<file path="src/rtl/alu_arbiter_pkg.sv">
// Shared definitions for the two-requester ALU arbiter: ALU command codes,
// FSM state encodings and a small id helper.
package alu_arbiter_pkg;

    localparam logic [2:0] CMD_ADD  = 3'd0;
    localparam logic [2:0] CMD_SUB  = 3'd1;
    localparam logic [2:0] CMD_XOR  = 3'd2;
    localparam logic [2:0] CMD_SLT  = 3'd3;
    localparam logic [2:0] CMD_AND  = 3'd4;
    localparam logic [2:0] CMD_NAND = 3'd5;
    localparam logic [2:0] CMD_NOR  = 3'd6;
    localparam logic [2:0] CMD_OR   = 3'd7;

    // Encoding 2'd3 is unused; the FSM treats it as IDLE.
    typedef enum logic [1:0] {
        ST_IDLE = 2'd0,
        ST_EXEC = 2'd1,
        ST_RESP = 2'd2
    } state_t;

    function automatic logic other_id(input logic id);
        return ~id;
    endfunction

endpackage

</file>
<file path="src/rtl/alu_arbiter_if.sv">
// Bundle of both request channels, the response channel and the ALU-side
// signals. The arbiter uses the slave view; the surrounding system the master view.
interface alu_arbiter_if #(parameter int WIDTH = 32);

    logic             r0_valid;
    logic             r0_ready;
    logic [WIDTH-1:0] r0_a;
    logic [WIDTH-1:0] r0_b;
    logic [2:0]       r0_cmd;

    logic             r1_valid;
    logic             r1_ready;
    logic [WIDTH-1:0] r1_a;
    logic [WIDTH-1:0] r1_b;
    logic [2:0]       r1_cmd;

    logic             rsp_valid;
    logic             rsp_ready;
    logic             rsp_id;
    logic [WIDTH-1:0] rsp_result;
    logic             rsp_carryout;
    logic             rsp_zero;
    logic             rsp_overflow;

    logic [WIDTH-1:0] alu_a;
    logic [WIDTH-1:0] alu_b;
    logic [2:0]       alu_cmd;
    logic [WIDTH-1:0] alu_result;
    logic             alu_carryout;
    logic             alu_zero;
    logic             alu_overflow;

    modport slave (
        input  r0_valid, r0_a, r0_b, r0_cmd,
        input  r1_valid, r1_a, r1_b, r1_cmd,
        output r0_ready, r1_ready,
        output rsp_valid, rsp_id, rsp_result, rsp_carryout, rsp_zero, rsp_overflow,
        input  rsp_ready,
        output alu_a, alu_b, alu_cmd,
        input  alu_result, alu_carryout, alu_zero, alu_overflow
    );

    modport master (
        output r0_valid, r0_a, r0_b, r0_cmd,
        output r1_valid, r1_a, r1_b, r1_cmd,
        input  r0_ready, r1_ready,
        input  rsp_valid, rsp_id, rsp_result, rsp_carryout, rsp_zero, rsp_overflow,
        output rsp_ready,
        input  alu_a, alu_b, alu_cmd,
        output alu_result, alu_carryout, alu_zero, alu_overflow
    );

endinterface

</file>
<file path="src/rtl/alu_arbiter_rr_arb2.sv">
// Two-way round-robin grant: priority holder wins a tie, a lone requester
// always wins. Purely combinational.
module rr_arb2
    import alu_arbiter_pkg::*;
(
    input  logic [1:0] valid,
    input  logic       prio,
    output logic [1:0] grant,
    output logic       next_prio
);

    for (genvar gi = 0; gi < 2; gi++) begin : g_grant
        assign grant[gi] = valid[gi] && (!valid[1-gi] || (prio == 1'(gi)));
    end

    // After a grant the other requester takes priority; otherwise keep it.
    assign next_prio = (|grant) ? other_id(grant[1]) : prio;

endmodule

</file>
<file path="src/rtl/alu_arbiter.sv">
// Shares one external combinational ALU between two valid/ready requesters:
// accept -> drive registered operands for one cycle -> hold tagged response.
module alu_arbiter
    import alu_arbiter_pkg::*;
#(
    parameter int WIDTH   = 32,
    parameter bit RR_INIT = 1'b0
) (
    input  logic          clk,
    input  logic          reset,
    alu_arbiter_if.slave  bus,
    output logic          busy
);

    state_t           state_reg, state_next;
    logic             prio_reg;
    logic             id_reg;
    logic [WIDTH-1:0] alu_a_reg, alu_b_reg;
    logic [2:0]       alu_cmd_reg;
    logic             rsp_valid_reg, rsp_id_reg;
    logic [WIDTH-1:0] rsp_result_reg;
    logic             rsp_carryout_reg, rsp_zero_reg, rsp_overflow_reg;

    logic [1:0] grant;
    logic       prio_next;
    logic       in_idle;
    logic       accept;

    rr_arb2 u_rr_arb2 (
        .valid     ({bus.r1_valid, bus.r0_valid}),
        .prio      (prio_reg),
        .grant     (grant),
        .next_prio (prio_next)
    );

    assign in_idle      = (state_reg == ST_IDLE);
    assign accept       = in_idle && (|grant);
    assign bus.r0_ready = in_idle && grant[0];
    assign bus.r1_ready = in_idle && grant[1];
    assign busy         = !in_idle;

    always_ff @(posedge clk or posedge reset) begin
        if (reset) state_reg <= ST_IDLE;
        else       state_reg <= state_next;
    end

    always_comb begin
        state_next = state_reg;
        case (state_reg)
            ST_IDLE: if (accept) state_next = ST_EXEC;
            ST_EXEC: state_next = ST_RESP;
            ST_RESP: if (rsp_valid_reg && bus.rsp_ready) state_next = ST_IDLE;
            default: state_next = ST_IDLE;
        endcase
    end

    always_ff @(posedge clk or posedge reset) begin
        if (reset) begin
            prio_reg         <= RR_INIT;
            id_reg           <= 1'b0;
            alu_a_reg        <= '0;
            alu_b_reg        <= '0;
            alu_cmd_reg      <= '0;
            rsp_valid_reg    <= 1'b0;
            rsp_id_reg       <= 1'b0;
            rsp_result_reg   <= '0;
            rsp_carryout_reg <= 1'b0;
            rsp_zero_reg     <= 1'b0;
            rsp_overflow_reg <= 1'b0;
        end else begin
            case (state_reg)
                ST_IDLE: if (accept) begin
                    id_reg      <= grant[1];
                    prio_reg    <= prio_next;
                    alu_a_reg   <= grant[1] ? bus.r1_a   : bus.r0_a;
                    alu_b_reg   <= grant[1] ? bus.r1_b   : bus.r0_b;
                    alu_cmd_reg <= grant[1] ? bus.r1_cmd : bus.r0_cmd;
                end
                ST_EXEC: begin
                    rsp_valid_reg    <= 1'b1;
                    rsp_id_reg       <= id_reg;
                    rsp_result_reg   <= bus.alu_result;
                    rsp_carryout_reg <= bus.alu_carryout;
                    rsp_zero_reg     <= bus.alu_zero;
                    rsp_overflow_reg <= bus.alu_overflow;
                end
                ST_RESP: if (bus.rsp_ready) rsp_valid_reg <= 1'b0;
                default: ;
            endcase
        end
    end

    assign bus.alu_a        = alu_a_reg;
    assign bus.alu_b        = alu_b_reg;
    assign bus.alu_cmd      = alu_cmd_reg;
    assign bus.rsp_valid    = rsp_valid_reg;
    assign bus.rsp_id       = rsp_id_reg;
    assign bus.rsp_result   = rsp_result_reg;
    assign bus.rsp_carryout = rsp_carryout_reg;
    assign bus.rsp_zero     = rsp_zero_reg;
    assign bus.rsp_overflow = rsp_overflow_reg;

endmodule

</file>
<file path="src/flat_wrapper.sv">
// flat-port wrapper written by rule: the top's interface ports become plain ports
module alu_arbiter_flat import alu_arbiter_pkg::*;
#(
    parameter int WIDTH   = 32,
    parameter bit RR_INIT = 1'b0
)
  (clk, reset, busy, bus_r0_valid, bus_r0_a, bus_r0_b, bus_r0_cmd, bus_r1_valid, bus_r1_a, bus_r1_b, bus_r1_cmd, bus_r0_ready, bus_r1_ready, bus_rsp_valid, bus_rsp_id, bus_rsp_result, bus_rsp_carryout, bus_rsp_zero, bus_rsp_overflow, bus_rsp_ready, bus_alu_a, bus_alu_b, bus_alu_cmd, bus_alu_result, bus_alu_carryout, bus_alu_zero, bus_alu_overflow);
  alu_arbiter_if #(.WIDTH(WIDTH)) bus_i ();
  input  logic clk;
  input  logic reset;
  output logic busy;
  input wire logic [$bits(bus_i.r0_valid)-1:0] bus_r0_valid;
  input wire logic [$bits(bus_i.r0_a)-1:0] bus_r0_a;
  input wire logic [$bits(bus_i.r0_b)-1:0] bus_r0_b;
  input wire logic [$bits(bus_i.r0_cmd)-1:0] bus_r0_cmd;
  input wire logic [$bits(bus_i.r1_valid)-1:0] bus_r1_valid;
  input wire logic [$bits(bus_i.r1_a)-1:0] bus_r1_a;
  input wire logic [$bits(bus_i.r1_b)-1:0] bus_r1_b;
  input wire logic [$bits(bus_i.r1_cmd)-1:0] bus_r1_cmd;
  output wire logic [$bits(bus_i.r0_ready)-1:0] bus_r0_ready;
  output wire logic [$bits(bus_i.r1_ready)-1:0] bus_r1_ready;
  output wire logic [$bits(bus_i.rsp_valid)-1:0] bus_rsp_valid;
  output wire logic [$bits(bus_i.rsp_id)-1:0] bus_rsp_id;
  output wire logic [$bits(bus_i.rsp_result)-1:0] bus_rsp_result;
  output wire logic [$bits(bus_i.rsp_carryout)-1:0] bus_rsp_carryout;
  output wire logic [$bits(bus_i.rsp_zero)-1:0] bus_rsp_zero;
  output wire logic [$bits(bus_i.rsp_overflow)-1:0] bus_rsp_overflow;
  input wire logic [$bits(bus_i.rsp_ready)-1:0] bus_rsp_ready;
  output wire logic [$bits(bus_i.alu_a)-1:0] bus_alu_a;
  output wire logic [$bits(bus_i.alu_b)-1:0] bus_alu_b;
  output wire logic [$bits(bus_i.alu_cmd)-1:0] bus_alu_cmd;
  input wire logic [$bits(bus_i.alu_result)-1:0] bus_alu_result;
  input wire logic [$bits(bus_i.alu_carryout)-1:0] bus_alu_carryout;
  input wire logic [$bits(bus_i.alu_zero)-1:0] bus_alu_zero;
  input wire logic [$bits(bus_i.alu_overflow)-1:0] bus_alu_overflow;
  assign bus_i.r0_valid = bus_r0_valid;
  assign bus_i.r0_a = bus_r0_a;
  assign bus_i.r0_b = bus_r0_b;
  assign bus_i.r0_cmd = bus_r0_cmd;
  assign bus_i.r1_valid = bus_r1_valid;
  assign bus_i.r1_a = bus_r1_a;
  assign bus_i.r1_b = bus_r1_b;
  assign bus_i.r1_cmd = bus_r1_cmd;
  assign bus_r0_ready = bus_i.r0_ready;
  assign bus_r1_ready = bus_i.r1_ready;
  assign bus_rsp_valid = bus_i.rsp_valid;
  assign bus_rsp_id = bus_i.rsp_id;
  assign bus_rsp_result = bus_i.rsp_result;
  assign bus_rsp_carryout = bus_i.rsp_carryout;
  assign bus_rsp_zero = bus_i.rsp_zero;
  assign bus_rsp_overflow = bus_i.rsp_overflow;
  assign bus_i.rsp_ready = bus_rsp_ready;
  assign bus_alu_a = bus_i.alu_a;
  assign bus_alu_b = bus_i.alu_b;
  assign bus_alu_cmd = bus_i.alu_cmd;
  assign bus_i.alu_result = bus_alu_result;
  assign bus_i.alu_carryout = bus_alu_carryout;
  assign bus_i.alu_zero = bus_alu_zero;
  assign bus_i.alu_overflow = bus_alu_overflow;
  alu_arbiter #(.WIDTH(WIDTH), .RR_INIT(RR_INIT)) u_core (.clk(clk), .reset(reset), .bus(bus_i), .busy(busy));
endmodule
</file>
<file path="config.mk">
export PLATFORM = sky130hd
export DESIGN_NAME = alu_arbiter_flat
export DESIGN_NICKNAME = d
export VERILOG_FILES = /design/src/rtl/alu_arbiter_pkg.sv /design/src/rtl/alu_arbiter_if.sv /design/src/rtl/alu_arbiter_rr_arb2.sv /design/src/rtl/alu_arbiter.sv /design/src/flat_wrapper.sv
export SDC_FILE = /design/constraint.sdc
export NUM_CORES = 1
export LEC_CHECK = 0
export CELL_PAD_IN_SITES_DETAIL_PLACEMENT = 1
export CELL_PAD_IN_SITES_GLOBAL_PLACEMENT = 2
export CORE_MARGIN = 10
export CORE_UTILIZATION = 26
export DETAILED_ROUTE_END_ITERATION = 12
export PLACE_DENSITY_LB_ADDON = 0.1
export SLEW_MARGIN = 15
export SYNTH_ARGS = -nofsm -noshare
export SYNTH_HDL_FRONTEND = slang
export SYNTH_HIERARCHICAL = 1
export SYNTH_SLANG_ARGS = --single-unit
</file>
<file path="constraint.sdc">
create_clock -name clk -period 7.2 [get_ports clk]
set_clock_uncertainty 0.1 [all_clocks]
set_input_delay 1.44 -clock clk [delete_from_list [all_inputs] [get_ports clk]]
set_output_delay 1.44 -clock clk [all_outputs]
set_load 0.05 [all_outputs]
</file>
==> flow_summary_export.csv, run 1 <==
group,metric,value,unit
clock_network,postCtsHoldBufs,0,
floorplan,placementRows,50,
detailed_routing,route.detailed.drc,0,
sta,setup_slack,2464,ps
layout,syn2layout_area_growth,67.03,%
detailed_routing,avgRoutedWirePerCell,20.93,um
logic_synthesis,synth_xor_xnor_area_share,0,%
min_path,hp-class,"register to register",
job,drv_cap,0,
floorplan,die_area,24790,um^2
sta,max_freq,211.2,MHz
power,p_per_area,515.9,nW/um^2
critical_path,max_stage_delay,800,ps
logic_synthesis,synth_top_family_by_area,"multiplexers",
detailed_routing,drtIter0Drc,108,
layout,stdcell_count,832,
detailed_routing,final_antenna_net_count,0,
placement,hpwl,13690,um
grt,antenna_found_initial,0,
detailed_routing,first_pass_iters,4,
critical_path,crit_slowest_cell,"clkdlybuf4s50_1",
grt,grt_pass1_wl,25830,um
grt,overflow,0,
logic_synthesis,ys_warn_count,6,
grt,grt_use_total,13.69,%
floorplan,pin_count,281,
sta,final_max_slew_viol_count,0,
critical_path,cp-start-kind,"input port",
placement,place_congestion,0.7179,
logic_synthesis,synth_compound_area_share,0.9172,%
critical_path,cp_cell_sequence,"clkdlybuf4s50_1, a21boi_0, nand2_1, inv_1, clkdlybuf4s50_1",
floorplan,die_h,157.4,um
critical_path,r2r_start,"u_core/prio_reg",
logic_synthesis,yosysSeqAreaShare,55.03,%
clock_network,clock_latency,340,ps
clock_network,cts.clk_slew.worst_paths,60,ps
critical_path,path_buf_inv,3,
logic_synthesis,synth_top_cell_area_share,55.03,%
logic_synthesis,synth_fa_ha_area_share,0,%
critical_path,worstSetupEndpointType,"output port",
logic_synthesis,ys_top_cells_by_area,"dfrtp_1, mux2_2, mux2_4",
layout,nNetsFinal,767,
layout,n_antenna_cell,0,
critical_path,arrival,3200,ps
grt,grt_max_degree,76,
detailed_routing,vias_per_cell,4.412,
sta,tns,0,ps
clock_network,cts.sink_count,108,
clock_network,cts_tree,"yes",
sta,tightest_slew,1075,ps
logic_synthesis,synth.avg_cell_area,15.35,um^2
power,leakage,3.278,nW
logic_synthesis,synth_area,4911,um^2
sta,rsz0062_at_grt,"false",
logic_synthesis,yosys-mux-area-fraction,39.90,%
grt,grt_pass1_vias,4326,
clock_network,clock_path_buffers,2,
critical_path,crit_type,"input port to output port",
min_path,hp-start,"u_core/bus.alu_b[10]",
clock_network,cts_max_level,3,
logic_synthesis,ys_seq_elements,108,
placement,dp.cells,816,
logic_synthesis,syn_nets,494,
sta,slew_headroom,28.34,%
sta,whs,404.8,ps
floorplan,core_area,18640,um^2
clock_network,clock-root-buffer,"clkbuf_16",
critical_path,worstSetupStartpoint,"bus_r0_valid",
detailed_routing,num_vias,3671,
clock_network,cts-buffers-inserted,9,
clock_network,cts.repair.resized,0,
logic_synthesis,yosys.cell_types.count,19,
floorplan,die_w,157.4,um
logic_synthesis,synth_cells,320,
floorplan,start_util,26.34,%
layout,final.fill_count,1941,
power,ir_worst_vdd,0.2199,mV
logic_synthesis,synth-simple-area-share,0.9427,%
detailed_routing,routed_wl,17420,um
clock_network,post_cts_buffers,0,
placement,pre_cts_ws,2445,ps
critical_path,cp_common_cell,"clkdlybuf4s50_1",
layout,drive_above_1_share,32.11,%
logic_synthesis,synth_top_cell_by_area,"dfrtp_1",
sta,hold_viol_final,0,
critical_path,cp_top_family,"buffers and inverters",
sta,post-route-period-util,65.78,%
sta,setup_viol,0,
critical_path,required,5660,ps
critical_path,crit_fanout,2,
placement,place.port_buffers,280,
outcome,status,"finished, final reports clean",
sta,period_minus_slack,4736,ps
## metal layers
metal	wire [um]	GRT usage [%]	up-vias
li1	-	-	1685
met1	6404	13.93	1807
met2	8523	23.24	169
met3	2311	8.160	10
met4	176	3.874	0
met5	0	0	-
## final timing paths
| kind | endpoint | slack, ps | depth (start not counted) |
|---|---|---|---|
| worst min register to register | u_core/bus.alu_b[10] | 400 | 1 |
| worst min-delay path | u_core/bus.alu_b[10] | 400 | 1 |
| worst max register to register | u_core/bus.alu_b[16] | 4230 | 5 |
| worst max-delay path | bus_r0_ready | 2460 | 5 |
| min in group asynchronous | u_core/bus.rsp_result[2] | 1350 | 2 |
| max in group asynchronous | u_core/bus.alu_b[10] | 4330 | 3 |
## report_power, final
group	switching [mW]	leakage (nW)	total (mW)	internal, mW
Clock	0.220	0.145	0.494	0.274
Combinational	1.60	1.86	2.65	1.05
Sequential	0.166	1.27	1.09	0.925
Total	1.99	3.28	4.23	2.24
## cells in the mapped netlist
| cell | number |
|---|---|
| mux2_2 | 162 |
| dfrtp_1 | 108 |
| buf_2 | 9 |
| mux2_4 | 9 |
| buf_6 | 5 |
| inv_1 | 5 |
| clkbuf_1 | 4 |
| nand2_1 | 3 |
| a21o_1 | 2 |
| a21oi_1 | 2 |
| and2_1 | 2 |
| nor2b_1 | 2 |
| a21boi_0 | 1 |
| buf_4 | 1 |
| buf_8 | 1 |
| nand2b_1 | 1 |
| nor2_1 | 1 |
| o21a_1 | 1 |
| o21ai_0 | 1 |
## cells by family (layout without fill, tap and decap cells)
group / count (synthesis) / count (layout)
flops: 108 / 108
simple gates: 9 / 9
buf+inv: 25 / 303
compound gates: 7 / 7
mux: 171 / 171
## cells in the final DEF, fill, tap and decap left out, types with 2 or more instances in the layout
cell / instances
clkbuf_16: 9
inv_1: 4
clkdlybuf4s50_1: 280
dfrtp_1: 108
a21o_1: 2
clkbuf_8: 4
nand2_1: 3
mux2_4: 9
buf_4: 2
a21oi_1: 2
mux2_2: 162
## worst reg2reg max path, cell delays in order, from the launching register on
cell and delay (ps):
dfrtp_1 380, nand2b_1 140, and2_4 150, buf_4 660, o21a_4 960, mux2_2 480
## per-stage QoR
step           util [%]  area [um^2]  power (mW)
2_1_floorplan         -         4911       2.861
3_3_place_gp      42.39         7903       3.751
3_5_place_dp      42.39         7903       3.797
4_1_cts           44.00         8203       4.314
5_1_grt           44.00         8203       4.459
6_report          44.00         8203       4.231
## final cells by class
cell class | count | area [um^2] | area share [%]
repair buffers | 282 | 2818 | 34.35
flip-flops and latches | 108 | 2703 | 32.95
multi-input cells | 187 | 2068 | 25.21
well taps | 234 | 292.8 | 3.569
clock buffers | 14 | 284.0 | 3.462
inverters | 5 | 21.27 | 0.2593
clock inverters | 2 | 16.27 | 0.1983
Power figures use the tool's default switching activity.
==> inputs of run 2 (changes only) <==
CORE_UTILIZATION = 24   (was 26)
clock period = 4.8 ns   (was 7.2 ns; I/O delays follow)
==> flow_summary_export.csv, run 2 (synthesis results as in run 1) <==
group,metric,value,unit
outcome,status,"finished, final reports clean",
layout,nNetsFinal,771,
placement,place_congestion,0.7032,
critical_path,required,3740,ps
critical_path,max_stage_delay,800,ps
critical_path,cp-start-kind,"input port",
job,drv_cap,0,
sta,setup_viol,0,
power,ir_worst_vdd,0.3722,mV
grt,antenna_found_initial,0,
critical_path,crit_type,"input port to output port",
layout,final.fill_count,2109,
layout,final_common_cell,"clkdlybuf4s50_1",
floorplan,pin_count,281,
clock_network,cts.clk_slew.worst_paths,70,ps
grt,gr-usage-met2,21.98,%
floorplan,core_area,20170,um^2
placement,hpwl,13800,um
floorplan,die_h,163.0,um
clock_network,cts.sink_count,108,
clock_network,cts.repair.resized,0,
clock_network,clock_path_buffers,2,
grt,overflow,0,
sta,tns,0,ps
sta,period_minus_slack,3861,ps
sta,whs,406.2,ps
sta,hold_viol_final,0,
grt,grt_pass1_wl,26030,um
clock_network,postCtsHoldBufs,0,
layout,final_area,8295,um^2
critical_path,worstSetupEndpointType,"output port",
grt,grt_busiest_layer,"met2",
layout,n_antenna_cell,0,
detailed_routing,routed_wl,17240,um
clock_network,clock-root-buffer,"clkbuf_16",
power,p_per_area,772.7,nW/um^2
grt,met3_usage,6.041,%
sta,rsz0062_at_grt,"false",
placement,place.port_buffers,280,
detailed_routing,first_pass_iters,3,
sta,final_max_slew_viol_count,0,
floorplan,placementRows,52,
floorplan,die_area,26580,um^2
grt,grt_use_total,12.72,%
clock_network,cts_max_level,3,
placement,placed_area,7976,um^2
clock_network,clock_latency,350,ps
min_path,hp-class,"register to register",
detailed_routing,vias_per_cell,4.226,
grt,grt_max_degree,68,
power,leakage,3.305,nW
detailed_routing,drtIter0Drc,56,
clock_network,cts_tree,"yes",
sta,tightest_slew,1078,ps
detailed_routing,route.detailed.drc,0,
sta,max_freq,259.0,MHz
detailed_routing,final_antenna_net_count,0,
detailed_routing,num_vias,3685,
detailed_routing,avgRoutedWirePerCell,19.77,um
layout,final_cell_mix,"clkdlybuf4s50_1, mux2_2, dfrtp_1",
layout,syn2layout_area_growth,68.92,%
sta,post-route-period-util,80.43,%
floorplan,start_util,24.35,%
critical_path,cp_cell_sequence,"clkdlybuf4s50_1, a21boi_0, nand2_1, inv_1, clkdlybuf4s50_1",
floorplan,die_w,163.0,um
critical_path,crit_fanout,2,
grt,gr-usage-met1,13.65,%
sta,slew_headroom,27.96,%
critical_path,crit_slowest_cell,"clkdlybuf4s50_1",
clock_network,post_cts_buffers,0,
clock_network,cts-buffers-inserted,9,
critical_path,arrival,2800,ps
critical_path,path_buf_inv,3,
grt,grt_pass1_vias,4329,
critical_path,cp_top_family,"buffers and inverters",
layout,drive_above_1_share,32.72,%
critical_path,cp_common_cell,"clkdlybuf4s50_1",
run 2: worst register-to-register path: stages, from the launching register on:
cell      delay (ps)
dfrtp_1          390
nand2b_1         150
and2_2           180
buf_4            660
mux2_2           510
mux2_2           270
run 2: final cells by class:
| class | instances | area, um^2 | area share, % |
|---|---|---|---|
| clock buffers | 9 | 225.2 | 2.715 |
| clock inverters | 7 | 93.84 | 1.131 |
| inverters | 5 | 21.27 | 0.2564 |
| multi-input cells | 187 | 2067 | 24.92 |
| flip-flops and latches | 108 | 2703 | 32.58 |
| well taps | 270 | 337.8 | 4.072 |
| repair buffers | 286 | 2848 | 34.33 |
run 2: worst paths after layout:
| kind | to | cells past startpoint | start | slack [ps] |
|---|---|---|---|---|
| worst max-delay path | bus_r0_ready | 5 | bus_r0_valid | 940 |
| worst min-delay path | u_core/bus.rsp_id | 1 | u_core/bus.rsp_id | 410 |
| worst max register to register | u_core/bus.alu_b[19] | 5 | u_core/prio_reg | 2440 |
| worst min register to register | u_core/bus.rsp_id | 1 | u_core/bus.rsp_id | 410 |
| max in group asynchronous | u_core/bus.alu_b[6] | 3 | reset | 2680 |
| min in group asynchronous | u_core/bus.rsp_result[15] | 2 | reset | 930 |
run 2: routing by layer:
layer  up-vias  wire length, um
met2       158             8693
met4         0              223
met3        12             1605
met5         -                0
met1      1826             6720
li1       1689                -
run 2: stage by stage:
step / instances / power, mW / util (%) / worst slack (ps)
after floorplan: 320 / 4.291 / - / 894.4
after global placement: 856 / 5.648 / 39.55 / 1006
after detailed placement: 856 / 5.702 / 39.55 / 945.3
after CTS: 872 / 6.538 / 41.13 / 946.1
after global routing: 872 / 6.756 / 41.13 / 850.4
final: 872 / 6.409 / 41.13 / 939.3
run 2: power breakdown:
part / switching, mW / internal (mW)
Clock: 0.375 / 0.420
Combinational: 2.41 / 1.58
Sequential: 0.243 / 1.39
